$ cat config.mk
export PLATFORM = sky130hd
export DESIGN_NAME = dm_arbiter_flat
export DESIGN_NICKNAME = d
export VERILOG_FILES = /design/src/rtl/dm_arb_pkg.sv /design/src/rtl/dm_arbiter_if.sv /design/src/rtl/dm_arb_starve_ctr.sv /design/src/rtl/dm_arbiter.sv /design/src/flat_wrapper.sv
export SDC_FILE = /design/constraint.sdc
export NUM_CORES = 1
export LEC_CHECK = 0
export ABC_CLOCK_PERIOD_IN_PS = 4600
export BUFFER_PORTS_ARGS = -buffer_cell sky130_fd_sc_hd__buf_2
export CAP_MARGIN = 30
export CELL_PAD_IN_SITES_DETAIL_PLACEMENT = 0
export CELL_PAD_IN_SITES_GLOBAL_PLACEMENT = 2
export CORE_MARGIN = 1
export CORE_UTILIZATION = 23
export CTS_CLUSTER_DIAMETER = 50
export DETAILED_ROUTE_END_ITERATION = 8
export PLACE_DENSITY = 0.83
export SYNTH_ARGS = -nofsm -noshare
export SYNTH_HDL_FRONTEND = slang
export SYNTH_HIERARCHICAL = 1
export SYNTH_SLANG_ARGS = --single-unit
$ cat constraint.sdc
create_clock -name clk_i -period 4.6 [get_ports clk_i]
set_input_delay 0.23 -clock clk_i [delete_from_list [all_inputs] [get_ports clk_i]]
set_output_delay 0.23 -clock clk_i [all_outputs]
set_load 0.05 [all_outputs]
$ cat src/rtl/dm_arb_pkg.sv
// Shared types and constants for the data-memory arbiter between the MEM stage
// and the DMA/debug port.
package dm_arb_pkg;

    localparam int DM_AW_DEF = 12;

    typedef enum logic {
        ARB_IDLE  = 1'b0,
        ARB_FORCE = 1'b1
    } arb_state_e;

    typedef enum logic [1:0] {
        GNT_NONE = 2'd0,
        GNT_CPU  = 2'd1,
        GNT_DMA  = 2'd2
    } gnt_sel_e;

endpackage

$ cat src/rtl/dm_arbiter_if.sv
// Bus bundle for dm_arbiter: CPU port, DMA port and the single-port memory side.
// slave = arbiter view, master = environment (pipeline, DMA, memory) view.
interface dm_arbiter_if
    import dm_arb_pkg::*;
#(
    parameter int AW = DM_AW_DEF
);
    logic          cpu_req;
    logic          cpu_we;
    logic [AW-1:0] cpu_addr;
    logic [31:0]   cpu_wdata;
    logic [31:0]   cpu_pc;
    logic          cpu_ready;
    logic [31:0]   cpu_rdata;

    logic          dma_req;
    logic          dma_we;
    logic [AW-1:0] dma_addr;
    logic [31:0]   dma_wdata;
    logic          dma_gnt;
    logic          dma_rvalid;
    logic [31:0]   dma_rdata;

    logic          mem_we;
    logic [AW-1:0] mem_addr;
    logic [31:0]   mem_wdata;
    logic [31:0]   mem_rdata;

    modport slave (
        input  cpu_req, cpu_we, cpu_addr, cpu_wdata, cpu_pc,
        input  dma_req, dma_we, dma_addr, dma_wdata,
        input  mem_rdata,
        output cpu_ready, cpu_rdata,
        output dma_gnt, dma_rvalid, dma_rdata,
        output mem_we, mem_addr, mem_wdata
    );

    modport master (
        output cpu_req, cpu_we, cpu_addr, cpu_wdata, cpu_pc,
        output dma_req, dma_we, dma_addr, dma_wdata,
        output mem_rdata,
        input  cpu_ready, cpu_rdata,
        input  dma_gnt, dma_rvalid, dma_rdata,
        input  mem_we, mem_addr, mem_wdata
    );

endinterface

$ cat src/rtl/dm_arb_starve_ctr.sv
// DMA starvation guard: counts conflict cycles the DMA loses and raises force_o
// so the next conflict goes to the DMA.
module dm_arb_starve_ctr
    import dm_arb_pkg::*;
#(
    parameter int MAX_WAIT = 4
) (
    input  logic clk_i,
    input  logic reset_i,
    input  logic conflict_i,
    input  logic dma_req_i,
    input  logic dma_gnt_i,
    output logic force_o
);

    arb_state_e state_q, state_d;
    logic [3:0] cnt_q, cnt_d;

    always_ff @(posedge clk_i or posedge reset_i) begin
        if (reset_i) begin
            state_q <= ARB_IDLE;
            cnt_q   <= '0;
        end else begin
            state_q <= state_d;
            cnt_q   <= cnt_d;
        end
    end

    always_comb begin
        state_d = state_q;
        cnt_d   = cnt_q;
        if (dma_gnt_i) begin
            state_d = ARB_IDLE;
            cnt_d   = '0;
        end else if (!dma_req_i) begin
            cnt_d = '0;
        end else if (conflict_i) begin
            // A conflict without a DMA grant is a cycle lost by the DMA.
            if (cnt_q == 4'(MAX_WAIT - 1)) begin
                state_d = ARB_FORCE;
                cnt_d   = '0;
            end else begin
                cnt_d = cnt_q + 4'd1;
            end
        end
    end

    assign force_o = (state_q == ARB_FORCE);

endmodule

$ cat src/rtl/dm_arbiter.sv
// Fixed-priority (CPU first) arbiter for the single-port data memory with a DMA
// starvation guard. Optional store trace: define DM_ARB_TRACE_EN.
module dm_arbiter
    import dm_arb_pkg::*;
#(
    parameter int MAX_WAIT = 4,
    parameter int AW       = DM_AW_DEF
) (
    input logic         clk_i,
    input logic         reset_i,
    dm_arbiter_if.slave bus
);

    gnt_sel_e      sel;
    logic          force_w;
    logic          conflict;
    logic [AW-1:0] addr_q, addr_d;
    logic [31:0]   wdata_q, wdata_d;
    logic          rvld_q, rvld_d;
    logic [31:0]   rdata_q, rdata_d;

    assign conflict = bus.cpu_req && bus.dma_req;

    dm_arb_starve_ctr #(.MAX_WAIT(MAX_WAIT)) u_starve (
        .clk_i      (clk_i),
        .reset_i    (reset_i),
        .conflict_i (conflict),
        .dma_req_i  (bus.dma_req),
        .dma_gnt_i  (sel == GNT_DMA),
        .force_o    (force_w)
    );

    // Grants are suppressed during reset so no write can reach the memory.
    always_comb begin
        sel = GNT_NONE;
        if (!reset_i) begin
            if (bus.cpu_req && !(bus.dma_req && force_w)) sel = GNT_CPU;
            else if (bus.dma_req)                       sel = GNT_DMA;
        end
    end

    always_comb begin
        addr_d     = addr_q;
        wdata_d    = wdata_q;
        bus.mem_we = 1'b0;
        unique case (sel)
            GNT_CPU: begin
                addr_d     = bus.cpu_addr;
                wdata_d    = bus.cpu_wdata;
                bus.mem_we = bus.cpu_we;
            end
            GNT_DMA: begin
                addr_d     = bus.dma_addr;
                wdata_d    = bus.dma_wdata;
                bus.mem_we = bus.dma_we;
            end
            default: ;
        endcase
    end

    assign rvld_d  = (sel == GNT_DMA) && !bus.dma_we;
    assign rdata_d = rvld_d ? bus.mem_rdata : rdata_q;

    always_ff @(posedge clk_i or posedge reset_i) begin
        if (reset_i) begin
            addr_q  <= '0;
            wdata_q <= '0;
            rvld_q  <= 1'b0;
            rdata_q <= '0;
        end else begin
            addr_q  <= addr_d;
            wdata_q <= wdata_d;
            rvld_q  <= rvld_d;
            rdata_q <= rdata_d;
        end
    end

    assign bus.mem_addr   = addr_d;
    assign bus.mem_wdata  = wdata_d;
    assign bus.cpu_ready  = !reset_i && ((sel == GNT_CPU) || !bus.cpu_req);
    assign bus.cpu_rdata  = bus.mem_rdata;
    assign bus.dma_gnt    = (sel == GNT_DMA);
    assign bus.dma_rvalid = rvld_q;
    assign bus.dma_rdata  = rdata_q;

`ifdef DM_ARB_TRACE_EN
    always_ff @(posedge clk_i) begin
        if (!reset_i && bus.mem_we && (sel == GNT_CPU))
            $display("@%08h: *%08h <= %08h", bus.cpu_pc, 32'(bus.cpu_addr) << 2, bus.cpu_wdata);
        if (!reset_i && bus.mem_we && (sel == GNT_DMA))
            $display("DMA *%08h <= %08h", 32'(bus.dma_addr) << 2, bus.dma_wdata);
    end
`else
    logic unused_pc;
    assign unused_pc = ^bus.cpu_pc;
`endif

endmodule

$ cat src/flat_wrapper.sv
// flat-port wrapper written by rule: the top's interface ports become plain ports
module dm_arbiter_flat import dm_arb_pkg::*;
#(
    parameter int MAX_WAIT = 4,
    parameter int AW       = DM_AW_DEF
)
  (clk_i, reset_i, bus_cpu_req, bus_cpu_we, bus_cpu_addr, bus_cpu_wdata, bus_cpu_pc, bus_dma_req, bus_dma_we, bus_dma_addr, bus_dma_wdata, bus_mem_rdata, bus_cpu_ready, bus_cpu_rdata, bus_dma_gnt, bus_dma_rvalid, bus_dma_rdata, bus_mem_we, bus_mem_addr, bus_mem_wdata);
  dm_arbiter_if #(.AW(AW)) bus_i ();
  input logic clk_i;
  input logic reset_i;
  input wire logic [$bits(bus_i.cpu_req)-1:0] bus_cpu_req;
  input wire logic [$bits(bus_i.cpu_we)-1:0] bus_cpu_we;
  input wire logic [$bits(bus_i.cpu_addr)-1:0] bus_cpu_addr;
  input wire logic [$bits(bus_i.cpu_wdata)-1:0] bus_cpu_wdata;
  input wire logic [$bits(bus_i.cpu_pc)-1:0] bus_cpu_pc;
  input wire logic [$bits(bus_i.dma_req)-1:0] bus_dma_req;
  input wire logic [$bits(bus_i.dma_we)-1:0] bus_dma_we;
  input wire logic [$bits(bus_i.dma_addr)-1:0] bus_dma_addr;
  input wire logic [$bits(bus_i.dma_wdata)-1:0] bus_dma_wdata;
  input wire logic [$bits(bus_i.mem_rdata)-1:0] bus_mem_rdata;
  output wire logic [$bits(bus_i.cpu_ready)-1:0] bus_cpu_ready;
  output wire logic [$bits(bus_i.cpu_rdata)-1:0] bus_cpu_rdata;
  output wire logic [$bits(bus_i.dma_gnt)-1:0] bus_dma_gnt;
  output wire logic [$bits(bus_i.dma_rvalid)-1:0] bus_dma_rvalid;
  output wire logic [$bits(bus_i.dma_rdata)-1:0] bus_dma_rdata;
  output wire logic [$bits(bus_i.mem_we)-1:0] bus_mem_we;
  output wire logic [$bits(bus_i.mem_addr)-1:0] bus_mem_addr;
  output wire logic [$bits(bus_i.mem_wdata)-1:0] bus_mem_wdata;
  assign bus_i.cpu_req = bus_cpu_req;
  assign bus_i.cpu_we = bus_cpu_we;
  assign bus_i.cpu_addr = bus_cpu_addr;
  assign bus_i.cpu_wdata = bus_cpu_wdata;
  assign bus_i.cpu_pc = bus_cpu_pc;
  assign bus_i.dma_req = bus_dma_req;
  assign bus_i.dma_we = bus_dma_we;
  assign bus_i.dma_addr = bus_dma_addr;
  assign bus_i.dma_wdata = bus_dma_wdata;
  assign bus_i.mem_rdata = bus_mem_rdata;
  assign bus_cpu_ready = bus_i.cpu_ready;
  assign bus_cpu_rdata = bus_i.cpu_rdata;
  assign bus_dma_gnt = bus_i.dma_gnt;
  assign bus_dma_rvalid = bus_i.dma_rvalid;
  assign bus_dma_rdata = bus_i.dma_rdata;
  assign bus_mem_we = bus_i.mem_we;
  assign bus_mem_addr = bus_i.mem_addr;
  assign bus_mem_wdata = bus_i.mem_wdata;
  dm_arbiter #(.MAX_WAIT(MAX_WAIT), .AW(AW)) u_core (.clk_i(clk_i), .reset_i(reset_i), .bus(bus_i));
endmodule
Word level (Yosys, flattened, before mapping) --
Cells that the tools add are included.
Storage, ports and cells: register bits after elaboration 82, latch bits 0, bits in writable memories 0, memory bits (read-only) 0, output and inout bits 112, memories 0
Cells by class: add/sub/neg operators 1, multiply operators 0, divide/modulo/power cells 0, magnitude comparators 0, eq/ne operators 4, shifts and indexed selects 0, muxes and demuxes 14, bitwise gates (word level) 0, reduce and logical (&&, ||, !) cells 14
Operators with widths (number):
- one-hot mux 32 bit (2 select lines) | 1
- one-hot mux 12 bit (2 select lines) | 1
- 2-to-1 mux 4 bit | 4
- 2-to-1 mux 2 bit | 3
- nonzero test 2 bit | 3
- logical AND 1 bit | 5
- adder 4 x 1 -> 4 bit, second input constant | 1
- == test 4 x 2 -> 1 bit, second input constant | 1
- logical NOT 1 bit | 4
- 2-to-1 mux 1 bit | 4
- != test 3 x 1 -> 1 bit, second input constant | 1
- AND reduction 3 bit | 1
- == test 2 x 1 -> 1 bit, second input constant | 1
- == test 2 bit, second input constant | 1
- one-hot mux 1 bit (2 select lines) | 1
- logical OR 1 bit | 1

Longest topological paths before layout --
word-level depth 8, mapped depth 8, depth with buffers taken out 5

By module --
Netlist, hierarchy kept.
By module, submodules not included:
- dm_arbiter | instances 1, cells an instance 312, area each 3594.7 µm²
- dm_arb_starve_ctr | instances 1, cells an instance 24, area each 272.8 µm²

Worst setup path after synthesis --
OpenSTA, ideal clock, no wires.
path type input-to-reg, from input reset_i, to register u_core.wdata_q[28], setup time 248 ps, arrival time 4416 ps, required time 4352 ps, slack -64 ps, cell stages on the path 7, cells stage by stage inv_1 and3_1 ha_1 buf_6 buf_2 a22oi_1 o21ai_0
On the way: word-level cells in the longest chain between the ends 3, elaborated cells between the ends (all ways) 4, those cells by class eq/ne (2); mux (2)
Ends and longest elaborated chain:
- start, declared | line flat_wrapper.sv:10 | input logic reset_i;
- 2-to-1 mux 2 bit | line dm_arbiter.sv:36 | if (!reset_i) begin
- == test 2 bit
- via bus_dma_gnt | line flat_wrapper.sv:23 | output wire logic [$bits(bus_i.dma_gnt)-1:0] bus_dma_gnt;
- one-hot mux 32 bit (2 select lines) | line dm_arbiter.sv:46 | unique case (sel)
- via bus_mem_wdata[28] | line flat_wrapper.sv:28 | output wire logic [$bits(bus_i.mem_wdata)-1:0] bus_mem_wdata;
- end signal, assigned | line dm_arbiter.sv:72 | wdata_q <= wdata_d;
- end, declared | line dm_arbiter.sv:18 | logic [31:0] wdata_q, wdata_d;
The timed path passes the listed nets, and every way through them passes these cells. A chain may end at the register's enable or synchronous reset.

Worst setup path in the final report --
from input reset_i, to output bus_mem_wdata[3]
On the way: word-level cells in the longest chain between the ends 3, elaborated cells between the ends (all ways) 4, those cells by class eq/ne (2); mux (2)
Ends and longest elaborated chain (line):
- 2-to-1 mux 2 bit * | dm_arbiter.sv:36
- == test 2 bit or == test 2 x 1 -> 1 bit (tied branches) | dm_arbiter.sv:46
- one-hot mux 32 bit (2 select lines) * | dm_arbiter.sv:46
- end, declared | flat_wrapper.sv:28
Mark *: on every way between the ends. The rest lies on a longest branch, timed or not.

==> impl_results.md <==
* Sequential power share at 0.335
* NetSw at 1.105 mW
* Critical path cell sequence: dlygate4sd3_1, buf_2, clkinvlp_4, and3_1, ha_2, buf_4, nand2_1, o21ai_0, buf_2
* Wire length of the first global-routing pass at 16,400 µm
* F_max at 0.3185 GHz
* Global router's overall resource usage at 0.1199
* Final RePlAce weighted congestion at 0.8154
* Yosys reg bits at 82
* Clock latency reported for the late side of the worst-skew pair at 330 ps
* Max Cap Viol at 0
* Cell with the most instances after synthesis: sky130_fd_sc_hd__dfrtp_1
* WL per Instance at 13.28 µm
* Internal power component at 1.614 mW
* Vertical extent of the die at 131.7 µm
* Vias post-DR at 3,200
* Root Buffer Master: sky130_fd_sc_hd__clkbuf_16
* Synthesized area per cell at 11.51 µm²
* Core Area at 0.01652 mm²
* Critical-path top delay cell: sky130_fd_sc_hd__ha_2
* CTS tree: done
* Total setup violations reported at the end of the flow at 0
* Worst-case vdd ir drop at 190.9 µV
* Post-route clock skew at 6.393 ps
* Pwr dens at 510.0 mW/mm²
* Data required time at the worst endpoint at 4370 ps
* Gr ovfl total at 0
* Leakage power total at 2.716 nW
* Buffer depth of the longest clock path at 2
* Area added between synthesis and finish at 37.85%
* Number of I/O pins at 270
* Proportion of total power due to net switching at 0.4065
* Final Hold Vio Count at 0
* Maximum fanout along the worst path at 46
* Clock Sinks at 82
* Vias in the first global route at 3,156
* Setup TNS at 0 ps
* Die Span X at 131.7 µm
* Area of the multi-input gates at 0.001424 mm²
* Worst path arrival time at 2910 ps
* Number of instances in the placed design at 743
* Distinct cells, synth at 29
* H-tree depth reported by CTS at 3
* Clock period minus worst slack at 3140 ps
* Gate Count Post-Synth at 336
* Initial standard-cell utilization of the core at 0.2340
* Clock transition time at the flip-flop clock pins of the worst setup and hold paths at 60 ps
* Portion of the post-synthesis area used by sequential elements at 0.5306
* Library cell occupying the most area in the post-synthesis netlist: sky130_fd_sc_hd__dfrtp_1
* DRC viols at 0
* Layout cells sized above 1 at 0.5481
* Status: finished clean
* Input/output buffers at 237
* Yosys warns at 6
* Ranking of synthesized cells by instance count: 82 x sky130_fd_sc_hd__dfrtp_1, 45 x sky130_fd_sc_hd__a22oi_1, 45 x sky130_fd_sc_hd__nand2_1, 44 x sky130_fd_sc_hd__o21ai_0, 32 x sky130_fd_sc_hd__buf_4
* Post-synth design cell area at 0.003867 mm²
* Area share of the leading cell type in the synthesized netlist at 0.5306
* Max Slew Vio Count at 0
* Maximum number of pins on one net before global-route repair at 48
* Vias per cell at 4.211
* Kind of end point of the critical path: primary output
* Cell Count, Final, Fillers Out at 760
* Post-DP HPWL at 7381 µm
* Number of antenna violations at the first check in global routing at 0
* Fill count at 1,714
* Min-Delay Path Class: primary input to register
* Synth top area cells: sky130_fd_sc_hd__dfrtp_1 53%, sky130_fd_sc_hd__mux2_4 11%, sky130_fd_sc_hd__a22oi_1 8.7%, sky130_fd_sc_hd__buf_4 6.2%, sky130_fd_sc_hd__o21ai_0 5.7%
* Post-layout nets at 696
* Cell occurring most often along the worst timing path: sky130_fd_sc_hd__buf_2
* Routed WL at 10,090 µm
* Number of buffers added by the clock tree synthesis step at 9
* Slowest stage delay, CP at 710 ps
* Post-Synthesis Net Count at 497
* Diodes inserted at 0
* Standard-cell rows at 47
* Combinational share of power at 0.382
* Buffers inserted during post-CTS setup optimization at 0
* Worst Tran Pin Value at 979.5 ps
* Overall die area at 0.01734 mm²
* Unrepaired setup endpoints after global routing: no
* Kind of critical path: primary input to primary output
* Fraction of registers with async set or reset after synthesis at 1.000
* Final critical-path share of the clock period at 0.6826
* Clock network fraction of design power at 0.283
* Worst Setup Start Kind: primary input
* Total iterations of the first detailed-routing run at 4
* Post-detailed-route count of antenna-violating nets at 0
* FF/Latch Area at 0.002052 mm²
* Number of flops mapped to enable cells by yosys at 0
* Number of DRC markers after the initial detailed-route iteration at 153
* Slew HR at 0.3470
* Primary FF master, synth: sky130_fd_sc_hd__dfrtp_1
-- power by group through the flow --
stage	Sequential, mW	Clock [mW]	Combinational (mW)
after global routing	0.929	0.831	1.09
final	0.912	0.768	1.04
after CTS	0.913	0.808	1.05
after global placement	0.919	0	1.04
after floorplan	1.20	0	0.529
after detailed placement	0.924	0	1.04
-- worst paths after layout --
path                                    startpoint                  endpoint  slack (ps)  cells after the start
setup / recovery                           reset_i          bus_mem_wdata[3]        1460                      9
hold / removal                    bus_mem_rdata[4]   u_core/bus.dma_rdata[4]         130                      2
setup reg to reg           u_core/u_starve/force_o  u_core/bus.dma_rdata[25]        2430                      6
hold reg to reg                 u_core/wdata_q[30]        u_core/wdata_q[30]         490                      2
max in group asynchronous                  reset_i        u_core/wdata_q[24]        3570                      4
min in group asynchronous                  reset_i   u_core/u_starve/force_o         370                      3
-- layer usage --
layer,track usage,share of wire,up-vias,wire (µm)
met5,0,0,-,0
met4,0.04070,0.0097,0,98
met3,0.03318,0.065,9,655
met2,0.1975,0.48,147,4845
met1,0.1503,0.45,1487,4493
li1,-,-,1557,-
-- logic make-up after synthesis --
| kind of cell | Yosys count | synth area share |
|---|---|---|
| AND/OR/NAND/NOR | 63 | 0.07732 |
| multiplexers | 34 | 0.1265 |
| adder cells (fa/ha/maj) | 3 | 0.009707 |
| buffers and inverters | 60 | 0.1026 |
| AO/OA/AOI/OAI | 94 | 0.1533 |
| flip-flops | 82 | 0.5306 |
-- registers in the layout, indices dropped and copies added (netlist names) --
name                     count
u_core/addr_q               12
u_core/bus.dma_rdata        32
u_core/bus.dma_rvalid        1
u_core/u_starve/cnt_q        4
u_core/u_starve/force_o      1
u_core/wdata_q              32
-- through the flow --
step / instance area [µm²] / setup WS, ps / power (mW) / hold WS, ps / utilization
5_1_grt: 5331 / 1178 / 2.853 / 116.4 / 0.3226
6_report: 5331 / 1460 / 2.719 / 131.3 / 0.3226
3_5_place_dp: 5001 / 1935 / 1.969 / 184.8 / 0.3026
2_1_floorplan: 3871 / 503.3 / 1.727 / 8.521 / -
4_1_cts: 5331 / 1394 / 2.769 / 107.4 / 0.3226
3_3_place_gp: 5001 / 1975 / 1.959 / 181.0 / 0.3026
-- final cells by class --
| class | instances | share of cell area |
|---|---|---|
| clock buffers | 10 | 0.04295 |
| clock inverters | 6 | 0.01713 |
| inverters | 4 | 0.003520 |
| multi-input cells | 194 | 0.2671 |
| flip-flops and latches | 82 | 0.3849 |
| well taps | 220 | 0.05163 |
| repair buffers | 244 | 0.2328 |
-- placed cells by master (no fill, tap or decap), types with 2 or more instances in the layout --
| master | synthesis | layout |
|---|---|---|
| sky130_fd_sc_hd__clkbuf_16 | 0 | 9 |
| sky130_fd_sc_hd__nand3_1 | 2 | 2 |
| sky130_fd_sc_hd__nand2_1 | 45 | 45 |
| sky130_fd_sc_hd__buf_2 | 11 | 237 |
| sky130_fd_sc_hd__mux2_2 | 3 | 3 |
| sky130_fd_sc_hd__and3_1 | 2 | 2 |
| sky130_fd_sc_hd__bufinv_16 | 0 | 2 |
| sky130_fd_sc_hd__buf_4 | 32 | 6 |
| sky130_fd_sc_hd__ha_2 | 0 | 2 |
| sky130_fd_sc_hd__nor2_1 | 2 | 2 |
| sky130_fd_sc_hd__a21oi_1 | 2 | 2 |
| sky130_fd_sc_hd__inv_1 | 4 | 3 |
| sky130_fd_sc_hd__o21ai_0 | 44 | 44 |
| sky130_fd_sc_hd__clkinvlp_4 | 0 | 4 |
| sky130_fd_sc_hd__mux2i_1 | 2 | 2 |
| sky130_fd_sc_hd__nand3b_1 | 2 | 2 |
| sky130_fd_sc_hd__mux2_4 | 29 | 29 |
| sky130_fd_sc_hd__a22oi_1 | 45 | 45 |
| sky130_fd_sc_hd__or3b_1 | 2 | 2 |
| sky130_fd_sc_hd__dfrtp_1 | 82 | 82 |
| sky130_fd_sc_hd__nand2b_1 | 2 | 2 |
-- worst max-delay path: cells and delay by family --
family,cells,cell delay [ps]
AND/OR/NAND/NOR,2,260
buffers and inverters,5,1570
adder cells (fa/ha/maj),1,710
AO/OA/AOI/OAI,1,130
-- what timing repair did --
item / 4_1_cts / 5_1_grt
hold buffers: 1 / 0
hold endpoints to repair: 5 / 0
resized for setup: 0 / 0
Note: power is estimated with default switching activity, not from simulation.
